<file path="src/rtl/axi_stream_remove_header.sv">
// Strips byte_remove_cnt leading bytes from each AXI-Stream packet and re-aligns the rest to the MSB.
// Latency: 1 cycle when nothing is stripped, otherwise 1 cycle after the 2nd (or last) beat; output stalls hold state.
module axi_stream_remove_header #(
  parameter int DATA_WD      = 32,
  parameter int DATA_BYTE_WD = DATA_WD / 8,
  parameter int BYTE_CNT_WD  = $clog2(DATA_BYTE_WD)
) (
  input  logic                    clk,
  input  logic                    rst_n,
  input  logic                    valid_remove,
  input  logic [BYTE_CNT_WD-1:0]  byte_remove_cnt,
  output logic                    ready_remove,
  input  logic                    valid_in,
  input  logic [DATA_WD-1:0]      data_in,
  input  logic [DATA_BYTE_WD-1:0] keep_in,
  input  logic                    last_in,
  output logic                    ready_in,
  output logic                    valid_out,
  output logic [DATA_WD-1:0]      data_out,
  output logic [DATA_BYTE_WD-1:0] keep_out,
  output logic                    last_out,
  input  logic                    ready_out
);

  localparam int NW = BYTE_CNT_WD + 1;

  typedef enum logic [1:0] {IDLE, FIRST, STREAM, TAIL} state_t;

  function automatic logic [DATA_BYTE_WD-1:0] keep_top(input logic [NW-1:0] k);
    keep_top = ~({DATA_BYTE_WD{1'b1}} >> k);
  endfunction

  function automatic logic [DATA_WD-1:0] byte_mask(input logic [DATA_BYTE_WD-1:0] k);
    byte_mask = '0;
    for (int i = 0; i < DATA_BYTE_WD; i++) byte_mask[i*8 +: 8] = {8{k[i]}};
  endfunction

  function automatic logic [NW-1:0] popcnt(input logic [DATA_BYTE_WD-1:0] k);
    popcnt = '0;
    for (int i = 0; i < DATA_BYTE_WD; i++) if (k[i]) popcnt = popcnt + 1'b1;
  endfunction

  state_t                  state_q, state_d;
  logic [BYTE_CNT_WD-1:0]  cnt_q, cnt_d;
  logic [DATA_WD-1:0]      res_q, res_d;
  logic [NW-1:0]           tail_q, tail_d;
  logic                    valid_q, last_q;
  logic [DATA_WD-1:0]      data_q;
  logic [DATA_BYTE_WD-1:0] keep_q;

  logic                    ofree, rdy_in_c, acc;
  logic                    emit, e_last;
  logic [DATA_WD-1:0]      e_raw, e_dat, hi_in, lo_in;
  logic [DATA_BYTE_WD-1:0] e_keep;
  logic [NW-1:0]           n_in, cnt_ext;
  int unsigned             c_bits;

  assign ofree        = !valid_q || ready_out;
  assign rdy_in_c     = ((state_q == FIRST) || (state_q == STREAM)) && ofree;
  assign acc          = valid_in && rdy_in_c;
  assign ready_in     = rdy_in_c;
  // Gated with rst_n so the command port reads not-ready while reset is held.
  assign ready_remove = (state_q == IDLE) && rst_n;

  always_comb begin
    c_bits  = 32'({cnt_q, 3'b000});
    cnt_ext = {1'b0, cnt_q};
    hi_in   = (c_bits == 0) ? '0 : (data_in >> (DATA_WD - c_bits));
    lo_in   = data_in << c_bits;
    n_in    = last_in ? popcnt(keep_in) : NW'(DATA_BYTE_WD);
  end

  always_comb begin
    state_d = state_q;
    cnt_d   = cnt_q;
    res_d   = res_q;
    tail_d  = tail_q;
    emit    = 1'b0;
    e_raw   = '0;
    e_keep  = '0;
    e_last  = 1'b0;
    case (state_q)
      IDLE: begin
        if (valid_remove) begin
          cnt_d   = byte_remove_cnt;
          state_d = FIRST;
        end
      end
      FIRST, STREAM: begin
        if (acc) begin
          if (cnt_q == '0) begin
            emit    = 1'b1;
            e_raw   = data_in;
            e_keep  = keep_top(n_in);
            e_last  = last_in;
            state_d = last_in ? IDLE : STREAM;
          end else if (state_q == FIRST) begin
            res_d   = lo_in;
            state_d = STREAM;
            if (last_in) begin
              // A one-beat packet either vanishes entirely or yields its surviving bytes now.
              state_d = IDLE;
              if (n_in > cnt_ext) begin
                emit   = 1'b1;
                e_raw  = lo_in;
                e_keep = keep_top(n_in - cnt_ext);
                e_last = 1'b1;
              end
            end
          end else begin
            res_d  = lo_in;
            emit   = 1'b1;
            e_raw  = res_q | hi_in;
            e_keep = '1;
            if (last_in) begin
              if (n_in <= cnt_ext) begin
                e_keep  = keep_top(NW'(DATA_BYTE_WD) - cnt_ext + n_in);
                e_last  = 1'b1;
                state_d = IDLE;
              end else begin
                tail_d  = n_in - cnt_ext;
                state_d = TAIL;
              end
            end
          end
        end
      end
      TAIL: begin
        if (ofree) begin
          emit    = 1'b1;
          e_raw   = res_q;
          e_keep  = keep_top(tail_q);
          e_last  = 1'b1;
          state_d = IDLE;
        end
      end
      default: state_d = IDLE;
    endcase
    e_dat = e_raw & byte_mask(e_keep);
  end

  always_ff @(posedge clk or negedge rst_n) begin
    if (!rst_n) begin
      state_q <= IDLE;
      cnt_q   <= '0;
      res_q   <= '0;
      tail_q  <= '0;
      valid_q <= 1'b0;
      data_q  <= '0;
      keep_q  <= '0;
      last_q  <= 1'b0;
    end else begin
      state_q <= state_d;
      cnt_q   <= cnt_d;
      res_q   <= res_d;
      tail_q  <= tail_d;
      if (ofree) begin
        valid_q <= emit;
        data_q  <= e_dat;
        keep_q  <= e_keep;
        last_q  <= e_last;
      end
    end
  end

  assign valid_out = valid_q;
  assign data_out  = data_q;
  assign keep_out  = keep_q;
  assign last_out  = last_q;

endmodule

</file>
<file path="config.mk">
export PLATFORM = sky130hd
export DESIGN_NAME = axi_stream_remove_header
export DESIGN_NICKNAME = d
export VERILOG_FILES = /design/src/rtl/axi_stream_remove_header.sv
export SDC_FILE = /design/constraint.sdc
export NUM_CORES = 1
export LEC_CHECK = 0
export ABC_AREA = 1
export BUFFER_PORTS_ARGS = -buffer_cell sky130_fd_sc_hd__buf_4
export CELL_PAD_IN_SITES_DETAIL_PLACEMENT = 0
export CELL_PAD_IN_SITES_GLOBAL_PLACEMENT = 1
export CORE_UTILIZATION = 41
export DETAILED_ROUTE_END_ITERATION = 6
export PLACE_DENSITY_LB_ADDON = 0.1
export SYNTH_ARGS = -nofsm -noshare
export SYNTH_HDL_FRONTEND = slang
export SYNTH_SLANG_ARGS = --single-unit
</file>
<file path="constraint.sdc">
create_clock -name clk -period 3.1 [get_ports clk]
set_clock_uncertainty 0.1 [all_clocks]
set_input_delay 0.155 -clock clk [delete_from_list [all_inputs] [get_ports clk]]
set_output_delay 0.155 -clock clk [all_outputs]
set_load 0.005 [all_outputs]
</file>
==> summary.md <==
| Metric | Value |
|---|---|
| Growth of design area from synthesis to finish | 20.5% |
| Max Fanout on Critical Path | 12 |
| Setup repair after global routing missed its margin | no |
| Worst setup path category | in -> reg |
| Die width | 117 um |
| Post-synthesis sequential area ratio | 35.6% |
| Post-Syn Area | 5420 um^2 |
| Clock Pin Slew Worst Setup and Hold Paths | ~0.06 ns |
| Peak VDD IR | around 0.00034 V |
| Pre-CTS setup slack | -0.0634 ns |
| H-Tree Level Count | 3 |
| Max Freq | ~360 MHz |
| Setup TNS Final | 0 ns |
| Initial antenna violation count | 0 |
| Total number of yosys warnings | 0 |
| Residual overflow from global routing | 0 |
| Die height | between 100 and 150 um |
| Beginning of the worst hold path | ready_out |
| Worst-skew pair later-pin latency | around 0.35 ns |
| Critical Path End Type | register |
| Clock Tree Buf Depth | 2 |
| Measured slew at the worst slew-check pin | about 0.81 ns |
| Fin crit share | 89.4% |
| Wire length per cell after detailed routing | 17.3 um |
| # nets final | 924 |
| Data arrival time at the worst-slack endpoint | 2.96 ns |
| Avg Synthesized Cell Area | between 6 and 7 um^2 |
| Routed Antenna Nets | 0 |
| Aggregate global-route resource usage | between 20% and 30% |
| Worst min-delay path endpoint | valid_out$_DFFE_PN0N_ |
| Data required time at the worst endpoint | about 3.3 ns |
| Fillers | approximately 1300 |
| Post-synth top area share | 35.6% |
| Relative max-transition margin | between 40% and 50% |
| First-pass GRT wire length | roughly 28 mm |
| Final antenna diode count | 0 |
| Number of placed I/O pins | 84 |
| Global placement routability congestion | between 0.8 and 0.9 |
| CTS Root Cell | sky130_fd_sc_hd__clkbuf_16 |
| Max-slew violations | 0 |
| Post-synth cell types | 39 |
| Hold-critical path depth | 4 |
| Tmin final | about 2.8 ns |
| Port buffer count | 83 |
| Vias after detailed routing | approximately 5600 |
| TritonCTS Buffers | 9 |
| Run status | finished, final reports clean |
| Instance count of the mapped netlist | ~800 |
| Pin count of the biggest net entering global routing | 40 |
| Placeable core region | roughly 13000 um^2 |
| FF+latch count, synth | 77 |
| First-pass detailed-route iteration total | 6 |
| Detailed placer's ending HPWL | 12.6 mm |
| Die Area | between 10000 and 15000 um^2 |
| Worst Setup Slack, final | 0.329 ns |
| Number of nets in the synthesized netlist | 850 |
| Startpoint kind of the worst setup timing path | primary input |
| CTS tree | yes |
| Hold Violations, Final | 0 |
| Power per standard cell area | slightly below 1000 nW/um^2 |
| Number of standard-cell rows in the floorplan | 41 |
| Drt initial violations | between 500 and 600 |
| Cell type with the largest total area after synthesis | sky130_fd_sc_hd__dfrtp_1 |
| Initial core utilization | 42.4% |
| Placed Instance Area | around 6200 um^2 |
| End of the worst register-to-register path | data_out[14]$_DFFE_PN0N_ |
| Class of the tightest hold or removal check | in -> reg |
| Top cells by area in the synthesized netlist | sky130_fd_sc_hd__dfrtp_1 (36%), sky130_fd_sc_hd__nand2_1 (19%), sky130_fd_sc_hd__o21ai_0 (6.5%) |
| Post-Route WL | about 18 mm |
| Share of cells above drive strength 1 | roughly 18% |
| Final Setup Violations | 0 |
| Final Power | between 6 and 7 mW |
| LEAKAGE | about 3.3 nW |
| Total non-filler cell area in the finished layout | approximately 6500 um^2 |
| Number of global-route vias before repair | 5173 |
| Post CTS Setup Buffer Count | 0 |
| R2R cell count | 14 |
| DRC violations left | 0 |
| Flop2flop setup slack | ~0.39 ns |
| Via-to-Cell Ratio | approximately 5.4 |
| Clock Sink Count | 77 |
| Max-capacitance violation count | 0 |
| R2R Path Start | cnt_q[0]$_DFFE_PN0P_ |
per-layer routing:
metal / global-route usage, % / wire length (um)
met1: 42.4 / 8810
met5: 0 / 0
met2: 39.2 / 7370
met4: 7.51 / 221
met3: 5.72 / 1580
critical path, stage by stage:
cell and delay [ns]:
sky130_fd_sc_hd__buf_4 0.09, sky130_fd_sc_hd__inv_1 0.05, sky130_fd_sc_hd__ha_1 0.32, sky130_fd_sc_hd__xor2_1 0.22, sky130_fd_sc_hd__ha_1 0.27, sky130_fd_sc_hd__mux2i_1 0.15, sky130_fd_sc_hd__nor2_1 0.10, sky130_fd_sc_hd__ha_1 0.30
sky130_fd_sc_hd__nand2_1 0.08, sky130_fd_sc_hd__inv_1 0.06, sky130_fd_sc_hd__nand4_1 0.09, sky130_fd_sc_hd__nand2_1 0.10, sky130_fd_sc_hd__nand3_2 0.10, sky130_fd_sc_hd__nand2_2 0.08, sky130_fd_sc_hd__nand2_2 0.07, sky130_fd_sc_hd__buf_4 0.22
sky130_fd_sc_hd__o22ai_1 0.31, sky130_fd_sc_hd__nand3_1 0.12, sky130_fd_sc_hd__nand2_1 0.07
layout by cell type, fill, tap and decap left out, types with 2 or more instances in the layout:
cell	instances
sky130_fd_sc_hd__o22ai_1	9
sky130_fd_sc_hd__clkbuf_16	9
sky130_fd_sc_hd__nand3_2	3
sky130_fd_sc_hd__nor2_1	57
sky130_fd_sc_hd__inv_6	4
sky130_fd_sc_hd__a21oi_1	16
sky130_fd_sc_hd__nand3_1	46
sky130_fd_sc_hd__nand2_2	8
sky130_fd_sc_hd__nand4_1	10
sky130_fd_sc_hd__o22ai_2	10
sky130_fd_sc_hd__nand2_1	276
sky130_fd_sc_hd__dfrtp_1	77
sky130_fd_sc_hd__o21ai_1	9
sky130_fd_sc_hd__inv_2	7
sky130_fd_sc_hd__o22a_1	6
sky130_fd_sc_hd__mux2i_1	3
sky130_fd_sc_hd__ha_1	13
sky130_fd_sc_hd__clkinvlp_4	2
sky130_fd_sc_hd__nor2_2	3
sky130_fd_sc_hd__inv_1	73
sky130_fd_sc_hd__dlygate4sd3_1	3
sky130_fd_sc_hd__buf_4	105
sky130_fd_sc_hd__a2111oi_0	7
sky130_fd_sc_hd__o211ai_1	5
sky130_fd_sc_hd__a31oi_1	4
sky130_fd_sc_hd__a221oi_1	5
sky130_fd_sc_hd__o221ai_1	9
sky130_fd_sc_hd__o21ai_0	70
sky130_fd_sc_hd__a32oi_1	8
sky130_fd_sc_hd__or2_2	4
cells by family after synthesis:
kind of cell               synth area share (%)
muxes                                     0.555
buffers and inverters                      9.47
and+or+nand+nor                            30.9
adders and majority gates                  3.37
AOI/OAI and AO/OA                          19.8
DFF                                        35.6
xor gates and xnor gates                  0.324
where the power goes:
| part | switching (mW) | leakage (nW) | internal [mW] |
|---|---|---|---|
| sequential | 0.169 | 1.02 | 1.29 |
| clock | 0.480 | 0.133 | 0.553 |
| combinational | 2.69 | 2.17 | 1.30 |
| total | 3.34 | 3.32 | 3.15 |
cells in the mapped netlist, drive strengths merged:
cell     number
a31oi         4
o22ai        20
ha           13
a21oi        16
nor2         61
nand4        10
dfrtp        77
o21a          1
o22a          6
o211ai        5
nand3        49
o221ai        9
nand2       284
a32oi         8
mux2i         3
fa            1
xor2          1
clkbuf       27
or2           4
nor3          1
a22oi         1
inv          80
xnor2         1
a2111oi       7
o21ai        80
buf          18
a221oi        5
per-stage QoR:
step / hold slack, ns / instances / util, %
global placement: 0.0286 / 1024 / 48.6
CTS: 0.0104 / 1043 / 51.1
detailed placement: 0.0361 / 1024 / 48.6
global route: 0.0259 / 1043 / 51.1
finish: 0.0203 / 1043 / 51.1
floorplan: -0.241 / 792 / -
cell type report:
type	instances	area [um^2]	share of cell area [%]
timing repair buffer	108	818	12.5
multi-input combinational	590	2980	45.7
inverter	80	300	4.60
clock buffer	9	225	3.45
tap	172	215	3.30
clock inverter	7	55.1	0.844
sequential	77	1930	29.5
registers in the layout, indices dropped and copies added (netlist names):
register / cells
data_out: 32
cnt_q: 2
res_q: 32
state_q: 2
last_out: 1
tail_q: 3
valid_out: 1
keep_out: 4
how the worst max path moves through the flow:
stage / from / end / depth (start not counted)
floorplan: keep_in[0] / data_out[2]$_DFFE_PN0N_ / 19
global placement: keep_in[0] / data_out[21]$_DFFE_PN0N_ / 19
detailed placement: keep_in[0] / data_out[19]$_DFFE_PN0N_ / 19
CTS: keep_in[0] / data_out[20]$_DFFE_PN0N_ / 19
global route: keep_in[0] / data_out[26]$_DFFE_PN0N_ / 19
finish: keep_in[0] / data_out[26]$_DFFE_PN0N_ / 19
timing repair:
item	4_1_cts	5_1_grt
endpoints found under the setup margin	0	9
gates resized for setup	0	1
endpoints found under the hold margin	31	0
hold buffers	3	0
No activity file was read; power rests on OpenSTA's default activity.
